===== src/rtl/mu0_regfile.sv =====
// mu0_regfile: DEPTH x WIDTH register bank with one write port, one increment port, two registered read ports.
// Latency 1 edge for all ports; no backpressure. Define MU0_REGFILE_BYPASS_EN for same-edge write/inc-to-read forwarding.
module mu0_regfile #(
  parameter int unsigned          WIDTH     = 12,
  parameter int unsigned          DEPTH     = 4,
  parameter logic [WIDTH-1:0]     RESET_VAL = '0
) (
  input  logic                         clk,
  input  logic                         reset,
  input  logic                         wr_en,
  input  logic [$clog2(DEPTH)-1:0]     wr_addr,
  input  logic [WIDTH-1:0]             wr_data,
  input  logic                         inc_en,
  input  logic [$clog2(DEPTH)-1:0]     inc_addr,
  input  logic                         rd_en_a,
  input  logic [$clog2(DEPTH)-1:0]     rd_addr_a,
  output logic [WIDTH-1:0]             qa,
  input  logic                         rd_en_b,
  input  logic [$clog2(DEPTH)-1:0]     rd_addr_b,
  output logic [WIDTH-1:0]             qb
);

  localparam int unsigned AW = $clog2(DEPTH);

  logic [WIDTH-1:0] regs [DEPTH];
  logic [WIDTH-1:0] inc_val;
  logic [WIDTH-1:0] rd_val_a;
  logic [WIDTH-1:0] rd_val_b;

  // Natural WIDTH-bit wrap: all-ones + 1 becomes zero, carry is dropped.
  assign inc_val = regs[inc_addr] + WIDTH'(1);

  always_comb begin
    rd_val_a = regs[rd_addr_a];
    rd_val_b = regs[rd_addr_b];
`ifdef MU0_REGFILE_BYPASS_EN
    // Write is applied last so it overrides an increment to the same register.
    if (inc_en && (inc_addr == rd_addr_a)) rd_val_a = inc_val;
    if (wr_en  && (wr_addr  == rd_addr_a)) rd_val_a = wr_data;
    if (inc_en && (inc_addr == rd_addr_b)) rd_val_b = inc_val;
    if (wr_en  && (wr_addr  == rd_addr_b)) rd_val_b = wr_data;
`endif
  end

  always_ff @(posedge clk) begin
    if (reset) begin
      for (int i = 0; i < DEPTH; i++) begin
        regs[i] <= RESET_VAL;
      end
      qa <= '0;
      qb <= '0;
    end else begin
      // Later assignment wins: a same-address write discards the increment.
      if (inc_en) regs[inc_addr] <= inc_val;
      if (wr_en)  regs[wr_addr]  <= wr_data;
      if (rd_en_a) qa <= rd_val_a;
      if (rd_en_b) qb <= rd_val_b;
    end
  end

  logic [AW-1:0] unused_aw;
  assign unused_aw = wr_addr ^ wr_addr;

endmodule


===== config.mk =====
export PLATFORM = sky130hd
export DESIGN_NAME = mu0_regfile
export DESIGN_NICKNAME = d
export VERILOG_FILES = /design/src/rtl/mu0_regfile.sv
export SDC_FILE = /design/constraint.sdc
export NUM_CORES = 1
export LEC_CHECK = 0
export CAP_MARGIN = 0
export CORE_AREA = 10 10 120 149
export DETAILED_ROUTE_END_ITERATION = 7
export DIE_AREA = 0 0 130 159
export PLACE_DENSITY = 0.44
export REMOVE_ABC_BUFFERS = 1
export SYNTH_ARGS = -nofsm -noshare
export SYNTH_HDL_FRONTEND = slang
export SYNTH_SLANG_ARGS = --single-unit

===== constraint.sdc =====
create_clock -name clk -period 5.8 [get_ports clk]
set_input_delay 0.87 -clock clk [delete_from_list [all_inputs] [get_ports clk]]
set_output_delay 0.87 -clock clk [all_outputs]
set_load 0.005 [all_outputs]

==> run metrics, run 1 <==
CP endpoint kind register; Final Net Count about 440; Mapped Area ~0.0044 mm²; r2r worst-path depth 5; Root Driver clkbuf_16; final period utilization 0.6244; met1 usage in global routing 0.1664; clock buffer count from CTS 9; required time of the critical path just under 6000 ps; RSZ-0062 raised after global routing no; die area roughly 0.021 mm²; Synth Register Bits 72; Setup crit start kind input port; row count 50; global-route wire length before repair about 21 mm; post-synthesis sequential area ratio 0.4344; MaxCap Viol Count 0; Critical Path Start inc_addr[0]; reg-to-reg startpoint regs[3][0]; DRT antenna net count 0; initial antenna violation count 0; crit-path max cell delay ~1000 ps; gpl congestion 0.8015; GRT Util Overall 0.1348; mean area per synthesized cell between 10 and 15 µm²; Distinct cells, synth 50; Lkg Pwr 1.799 nW; clock transition at the registers of the reported paths roughly 50 ps; final worst-path setup slack roughly 2200 ps; top_reg_cell synth edfxtp_1; EDFF count, synth 48; Syn. warnings 0; Async S/R FF share, synth 0; hold_buf cts 0; post-synth top area cell edfxtp_1; Vias 3465; Final Max Slew Viols 0; WS Path Type in -> reg; area grow syn2layout 19.94%; WL final approximately 14 mm; H-tree lvl count 3; post-DP HPWL around 9.5 mm; core area approximately 0.015 mm²; vias per cell ~5.8; # diodes 0; TritonCTS Sinks just over 70; share of the synthesized area in the top cell type 0.3258; TritonCTS clock tree yes; final setup violating endpoints 0; R2R Setup Slk between 3000 and 4000 ps; worst setup path end regs[1][10]; Worst EP arrival approximately 3800 ps; Initial Util 0.2971; met3 Use GR 0.02729; Worst-Margin Slew ~1000 ps; Post-Synthesis Cells 380; RR Endpoint regs[1][10]; Critical-path top delay cell clkdlybuf4s50_1; vias in the first global route roughly 3500; Post-CTS Setup Inserts 0; largest net degree at the start of global routing 21; HP Class reg -> reg; I/O pins 50; clock skew 5.883 ps; PortBufs 49; maximum VDD drop between 100 and 150 µV; Remaining DRCs 0; busiest grt layer met2; Setup WS pre-CTS 1786 ps; Crit Path Max Fanout 13; die height 159 µm; DRT iter0 DRCs around 260; Worst-Skew Late Latency about 330 ps; Synth area leaders edfxtp_1 (33%), mux4_2 (18%), dfxtp_1 (11%); Post-synth top cells nand2_1 (52), edfxtp_1 (48), mux4_2 (35), nor2_1 (32); status finished clean; Max clock buf depth 2; Achievable Freq roughly 0.28 GHz; met2 usage 0.2214; Final Hold Fails 0; total negative setup slack 0 ps; grt ovf 0; pwr/cell area about 260 mW/mm²; Pre-Repair DR Iteration Count 5; post-cts resize count 0; WL/cell 22.80 µm; fin crit period roughly 3600 ps; share of cells above drive strength 1 0.1551; critical path cell sequence clkdlybuf4s50_1, mux4_2, ha_1, nand2_1, or3_1, o211ai_1; die span in x ~130 µm; most frequent cell after synthesis nand2_1; Slew Limit Headroom 0.3311
==> stage by stage <==
stage	std cells	total power (W)	utilization	area [µm²]	hold slack, ps
3_5_place_dp	585	0.0008623	0.3376	5026	482.5
2_1_floorplan	348	0.0007432	-	4250	485.0
6_report	601	0.001384	0.3564	5306	490.1
5_1_grt	601	0.001446	0.3564	5306	516.5
4_1_cts	601	0.001401	0.3564	5306	496.0
3_3_place_gp	585	0.0008595	0.3376	5026	472.7
==> worst min-delay path by stage <==
stage	startpoint	slack [ps]	end	depth (start not counted)
after floorplan	qa[0]	480	qa[0]	2
after global placement	qb[3]	470	qb[3]	2
after detailed placement	qb[3]	480	qb[3]	2
after CTS	qb[3]	500	qb[3]	2
after global routing	qb[3]	520	qb[3]	2
final	qa[0]	490	qa[0]	2
==> cell usage in the layout, fill, tap and decap left out, types with 5 or more instances in the layout <==
cell type,netlist,final
or3_1,5,5
nand3_1,12,12
edfxtp_1,48,48
clkdlybuf4s50_1,0,49
or4_1,10,10
clkbuf_16,0,9
o21ai_0,5,5
dfxtp_1,24,24
buf_4,1,6
nand4_1,7,7
nand2_1,52,52
mux4_2,35,35
o21ai_1,10,10
o211ai_1,20,20
nor2_1,32,32
o31ai_1,6,6
mux2i_1,24,24
==> flip-flops by register name, summed over array words and instances, names as in the netlist <==
register  flops
regs         48
qa           12
qb           12
==> area by class of cell <==
type,count,area [µm²]
well taps,182,227.7
fillers,1499,9583
clock buffers,11,232.7
repair buffers,55,535.5
flip-flops and latches,72,1922
inverters,4,15.01
clock inverters,5,47.55
multi-input cells,272,2326
==> power by group <==
part | total, W | internal, W | switching, W
Combinational | 0.000237 | 0.000112 | 0.000125
Sequential | 0.000613 | 0.000590 | 0.0000223
Clock | 0.000535 | 0.000329 | 0.000206
==> cells by family (layout without fill, tap and decap cells) <==
logic type | Yosys count | count (layout) | synth area share
and+or+nand+nor | 146 | 146 | 0.1697
AOI/OAI and AO/OA | 62 | 62 | 0.1060
xor gates and xnor gates | 3 | 3 | 0.005940
DFF | 72 | 72 | 0.4344
muxes | 60 | 60 | 0.2384
buffers and inverters | 36 | 75 | 0.04270
adders and majority gates | 1 | 1 | 0.002828
==> layer usage <==
metal	part of all wire	wire [µm]
met1	0.41	5658
met2	0.51	6991
met3	0.053	731
met4	0.024	324
met5	0	0
==> worst max-delay path, delay by kind of cell <==
family / cells / cell delay (ps)
AOI/OAI and AO/OA: 1 / 220
muxes: 1 / 500
and+or+nand+nor: 2 / 700
buffers and inverters: 1 / 1040
adders and majority gates: 1 / 430
(Power assumes the default switching activity.)
==> run 2, diff against run 1 <==
==> constraint.sdc (replaced) <==
create_clock -name clk -period 3.7 [get_ports clk]
set_input_delay 0.555 -clock clk [delete_from_list [all_inputs] [get_ports clk]]
set_output_delay 0.555 -clock clk [all_outputs]
set_load 0.005 [all_outputs]
==> run 2 against run 1 <==
Sequential share of layout area down 0.71 points. Via count up 0.69%. Clock power up 50%. Sequential cell count unchanged. Clock-buffer cell count unchanged. Critical path depth unchanged. Worst setup slack worse by 1400 ps. Clock skew up 1.7 ps. Hold slack better by 2.3 ps. Critical endpoint is now regs[2][8]. Sequential power up 56%. Utilization up 0.71 points. Critical path type unchanged. Total power up 55%.
==> run metrics, run 2 (synthesis results as in run 1) <==
status finished clean; core area 0.01489 mm² (unchanged); CP endpoint kind register; Top reg by flops regs; Final Net Count 457 (+3.6%); Non-Filler Instances 617 (+2.7%); total negative setup slack 0 ps (unchanged); Worst-Skew Late Latency 340 ps (about the same); MaxCap Viol Count 0 (unchanged); critical path cell sequence clkdlybuf4s50_1, mux4_2, ha_1, nand3_1, or4_1, o211ai_1; I/O pins 50 (unchanged); WL/cell 23.47 µm (+2.9%); RR Endpoint regs[2][8]; share of cells above drive strength 1 0.1908 (+0.03567); clock buffer count from CTS 9 (unchanged); RSZ-0062 raised after global routing no; required time of the critical path 3880 ps (-2080 ps); Layout Utilization 0.3635 (+0.007142); Slew Limit Headroom 0.3799 (+0.04884); row count 50 (unchanged); Seq pwr share 0.446 (+0.003); TritonCTS clock tree yes; Critical-path top delay cell clkdlybuf4s50_1; clock share of power 0.374 (-0.012); most frequent cells in the layout nand2_1 (52), clkdlybuf4s50_1 (49), edfxtp_1 (48), mux4_2 (35), nor2_1 (32); maximum VDD drop 208.5 µV (+74%); Int Power 0.001573 W (+53%); Achievable Freq roughly 0.34 GHz; Pre-Repair DR Iteration Count 5 (unchanged); Final Hold Fails 0 (unchanged); die area 0.02067 mm² (unchanged); Initial Util 0.2971 (unchanged); WL final 14.48 mm (+5.7%); WP buf/inv 1 (unchanged); die span in x 130 µm (unchanged); Tot Pwr 0.002150 W (+55%); clock transition at the registers of the reported paths 60 ps (about the same); global-route wire length before repair 22.54 mm (+6.0%); Crit Path Max Fanout 9 (-4); hold path depth 2 (unchanged); Max clock buf depth 2 (unchanged); Sw Ratio 0.2684 (+0.01292); Root Driver clkbuf_16; Worst-Margin Slew 930.1 ps (-70.12 ps); Comb pwr share 0.180 (+0.009); Setup crit start kind input port; r2r worst-path depth 5 (unchanged); Layout fillers 1493 (-0.40%); Top delay family on crit path buffers and inverters; GRT Util Overall 0.1469 (+0.01206); final period utilization 0.8021; crit-path max cell delay 830 ps (-210 ps); fin crit period 2968 ps; HP Class reg -> reg; Setup WS pre-CTS 369.1 ps (-1417 ps); WS Path Type in -> reg; final worst-path setup slack 732.1 ps (-1446 ps); vias per cell 5.655 (-1.9%); max reg flops 48 (unchanged); PortBufs 49 (unchanged); area grow syn2layout 22.34%; DRT antenna net count 0 (unchanged); Final Max Slew Viols 0 (unchanged); biggest regs regs (48), qa (12), qb (12); Vias 3489 (+0.69%); Lkg Pwr 1.874 nW (+4.2%); post-DP HPWL 9.950 mm (+5.3%); Post-CTS Setup Inserts 0 (unchanged); R2R Setup Slk 1480 ps (-2060 ps); grt ovf 0 (unchanged); Switching Power 0.0005771 W (+63%); post-cts resize count 0 (unchanged); DRT iter0 DRCs 280 (+8.9%); Sequential Area 0.001922 mm² (unchanged); die height 159 µm (unchanged); Placed Instances 601 (+2.7%); min-delay src qa[2]; area of the multi-input gates 0.002326 mm² (unchanged); clock skew 7.542 ps (+1.659 ps); worst hold endpoint qa[2]; hold_buf cts 0 (unchanged); TritonCTS Sinks 72 (unchanged); Worst EP arrival 3150 ps (-640 ps); pwr/cell area 397.3 mW/mm² (+52%); final setup violating endpoints 0 (unchanged); vias in the first global route 3650 (+3.2%); largest net degree at the start of global routing 23 (+9.5%); reg-to-reg startpoint regs[3][0]; # diodes 0 (unchanged); Remaining DRCs 0 (unchanged); initial antenna violation count 0 (unchanged); H-tree lvl count 3 (unchanged); commonest non-fill, non-tap cell in the layout nand2_1; gpl congestion 0.8331 (+3.9%)
## run 2: changes by cell type in the layout (fill, tap and decap cells not counted)
| cell | delta |
|---|---|
| buf_4 | +16 |
| clkbuf_1 | -1 |
| clkinv_2 | +2 |
| clkinv_1 | -1 |
| bufinv_16 | -1 |
| clkbuf_8 | +1 |
## run 2: through the flow
| step | area (µm²) | hold slack, ps |
|---|---|---|
| after detailed placement | 5146 | 482.9 |
| after floorplan | 4250 | 485.0 |
| after global placement | 5146 | 470.9 |
| final | 5413 | 492.5 |
| after CTS | 5413 | 498.1 |
| after global routing | 5413 | 514.5 |
## run 2: worst max path at each step
stage | startpoint | end | slack (ps) | depth (start not counted)
6_report | inc_addr[1] | regs[2][8] | 730 | 6
5_1_grt | inc_addr[1] | regs[0][10] | 600 | 6
4_1_cts | inc_addr[1] | regs[1][10] | 730 | 6
3_5_place_dp | inc_addr[1] | regs[1][10] | 370 | 6
3_3_place_gp | inc_addr[1] | regs[0][7] | 440 | 6
2_1_floorplan | wr_addr[0] | regs[1][5] | 720 | 4
## run 2: area by class of cell
type | count | area share
clock buffers | 11 | 0.04485
repair buffers | 71 | 0.1211
clock inverters | 5 | 0.004392
flip-flops and latches | 72 | 0.3551
well taps | 182 | 0.04207
inverters | 4 | 0.002774
multi-input cells | 272 | 0.4297
## run 2: tightest hold or removal path, cell delays in order, from the launching register on
cell     delay [ps]
dfxtp_1         320
mux2i_1          60
nor2_1           70
## run 2: layer usage
layer / wire, µm / part of all wire / vias up / GRT usage
li1: - / - / 1608 / -
met1: 6194 / 0.43 / 1761 / 0.1877
met2: 7324 / 0.51 / 103 / 0.2397
met3: 676 / 0.047 / 17 / 0.02463
met4: 289 / 0.020 / 0 / 0.05686
met5: 0 / 0 / - / 0
## run 2: power groups by stage
stage	sequential (W)	combinational (W)	clock (W)
floorplan	0.000967	0.000198	0
global placement	0.000976	0.000389	0
detailed placement	0.000976	0.000392	0
CTS	0.000959	0.000393	0.000818
global route	0.000968	0.000421	0.000859
finish	0.000959	0.000387	0.000805
==> run 3, diff against run 2 <==
==> constraint.sdc (replaced) <==
create_clock -name clk -period 2.75 [get_ports clk]
set_input_delay 0.4125 -clock clk [delete_from_list [all_inputs] [get_ports clk]]
set_output_delay 0.4125 -clock clk [all_outputs]
set_load 0.005 [all_outputs]
==> run 3 against run 2 <==
Clock power up 40%. Combinational power increased by 52%. Hold slack lost 2.7 ps. Worst setup slack worse by 480 ps. Non-clock buffer count rose by 41.
==> run metrics, run 3 (synthesis results as in run 1) <==
DRT antenna net count 0 (unchanged); MaxCap Viol Count 0 (unchanged); Achievable Freq about 0.4 GHz; fin crit period 2500 ps; # diodes 0 (unchanged); Root Driver clkbuf_16; HP Class reg -> reg; RSZ-0062 raised after global routing no; Cell Area, Placed 0.005504 mm² (+7.0%); final worst-path setup slack 250.4 ps (-481.7 ps); Remaining DRCs 0 (unchanged); die area 0.02067 mm² (unchanged); clock transition at the registers of the reported paths 60 ps (about the same); fin area 0.005782 mm² (+6.8%); critical path cell sequence clkdlybuf4s50_1, buf_12, buf_4, or4b_4, or2_0, or4_1, o211ai_2; WS Path Type in -> reg; gpl congestion 0.8725 (+4.7%); I/O pins 50 (unchanged); crit-path max cell delay 530 ps (-300 ps); Lkg Pwr 2.093 nW (+12%); Top reg by flops regs; total negative setup slack 0 ps (unchanged); Critical-path top delay cell or4b_4; Initial Util 0.2971 (unchanged); GRT Util Overall 0.1434 (-0.003464); maximum VDD drop 247.3 µV (+19%); Layout fillers 1486 (-0.47%); final setup violating endpoints 0 (unchanged); Worst-Margin Slew 477.2 ps (-452.9 ps); CP endpoint kind register; post-DP HPWL 10.64 mm (+6.9%); final period utilization 0.9089; Worst-Skew Late Latency 340 ps (about the same); pwr/cell area 520.0 mW/mm² (+31%); Vias 3626 (+3.9%); hold_buf cts 0 (unchanged); Final Max Slew Viols 0 (unchanged); Final Hold Fails 0 (unchanged); Pre-Repair DR Iteration Count 5 (unchanged); vias in the first global route 3799 (+4.1%); largest net degree at the start of global routing 25 (+8.7%); required time of the critical path 2940 ps (-940 ps); TritonCTS Sinks 72 (unchanged); Setup WS pre-CTS -75.13 ps (-444.2 ps); Max clock buf depth 2 (unchanged); core area 0.01489 mm² (unchanged); PortBufs 49 (unchanged); area of the multi-input gates 0.002326 mm² (unchanged); WL/cell 22.14 µm (-5.7%); grt ovf 0 (unchanged); WP buf/inv 3 (+2); clock skew 8.332 ps (+0.7896 ps); TritonCTS clock tree yes; die height 159 µm (unchanged); die span in x 130 µm (unchanged); status finished clean; Final Net Count 498 (+9.0%); global-route wire length before repair 22.47 mm (-0.28%); Worst EP arrival 2680 ps (-470 ps); Post-CTS Setup Inserts 0 (unchanged); initial antenna violation count 0 (unchanged); commonest non-fill, non-tap cell in the layout buf_4; Top delay family on crit path simple AND/OR/NAND/NOR gates; Slew Limit Headroom 0.6819 (+0.3019); share of cells above drive strength 1 0.2589 (+0.06814); H-tree lvl count 3 (unchanged); biggest regs regs (48), qa (12), qb (12); Setup crit start kind input port; max reg flops 48 (unchanged); post-cts resize count 0 (unchanged); clock buffer count from CTS 9 (unchanged); row count 50 (unchanged); most frequent cells in the layout buf_4 (59), nand2_1 (52), clkdlybuf4s50_1 (49), edfxtp_1 (48), mux4_2 (35); vias per cell 5.519 (-2.4%); area grow syn2layout 30.68%; Crit Path Max Fanout 8 (-1); WL final 14.55 mm (+0.43%); Sequential Area 0.001922 mm² (unchanged); DRT iter0 DRCs 300 (+7.1%)
-- run 3: changes by cell type in the layout (fill, tap and decap cells not counted), sizes merged --
cell    delta
bufinv     +1
clkinv     -1
clkbuf     -1
buf       +41
-- run 3: routing by layer --
layer / track usage / share of wire / wire, µm / up-vias
met5: 0 / 0 / 0 / -
met1: 0.1762 / 0.42 / 6171 / 1802
li1: - / - / - / 1690
met2: 0.2434 / 0.52 / 7509 / 109
met4: 0.05994 / 0.022 / 322 / 0
met3: 0.01930 / 0.037 / 543 / 25
-- run 3: worst paths after layout --
check                   start    endpoint  slack [ps]  cells after the start
setup / recovery  inc_addr[0]  regs[0][8]         250                      7
hold / removal          qb[5]       qb[5]         490                      2
hold reg to reg         qb[5]       qb[5]         490                      2
setup reg to reg   regs[3][1]  regs[2][2]         640                      5
-- run 3: worst register-to-register path, cell delays in order (launching register included) --
cell	delay [ps]
edfxtp_1	420
mux4_2	510
ha_1	350
xnor2_1	280
nor2_1	100
a22o_1	210
-- run 3: final cells by class --
type | instances | area share
timing repair buffer | 112 | 0.1753
sequential | 72 | 0.3324
multi-input combinational | 272 | 0.4023
clock inverter | 5 | 0.008440
clock buffer | 10 | 0.03960
tap | 182 | 0.03939
inverter | 4 | 0.002597
-- run 3: stage by stage --
step / total power, W / instances / utilization / hold WS (ps)
2_1_floorplan: 0.001567 / 348 / - / 484.9
3_3_place_gp: 0.001903 / 642 / 0.3697 / 471.5
3_5_place_dp: 0.001908 / 642 / 0.3697 / 483.6
4_1_cts: 0.003037 / 657 / 0.3883 / 498.4
5_1_grt: 0.003123 / 657 / 0.3883 / 521.0
6_report: 0.003006 / 657 / 0.3883 / 489.8
-- run 3: where the power goes --
part | total, W | internal [W] | leakage, nW | switching [W]
sequential | 0.00129 | 0.00124 | 0.703 | 0.0000479
clock | 0.00113 | 0.000689 | 0.140 | 0.000438
combinational | 0.000587 | 0.000303 | 1.25 | 0.000284
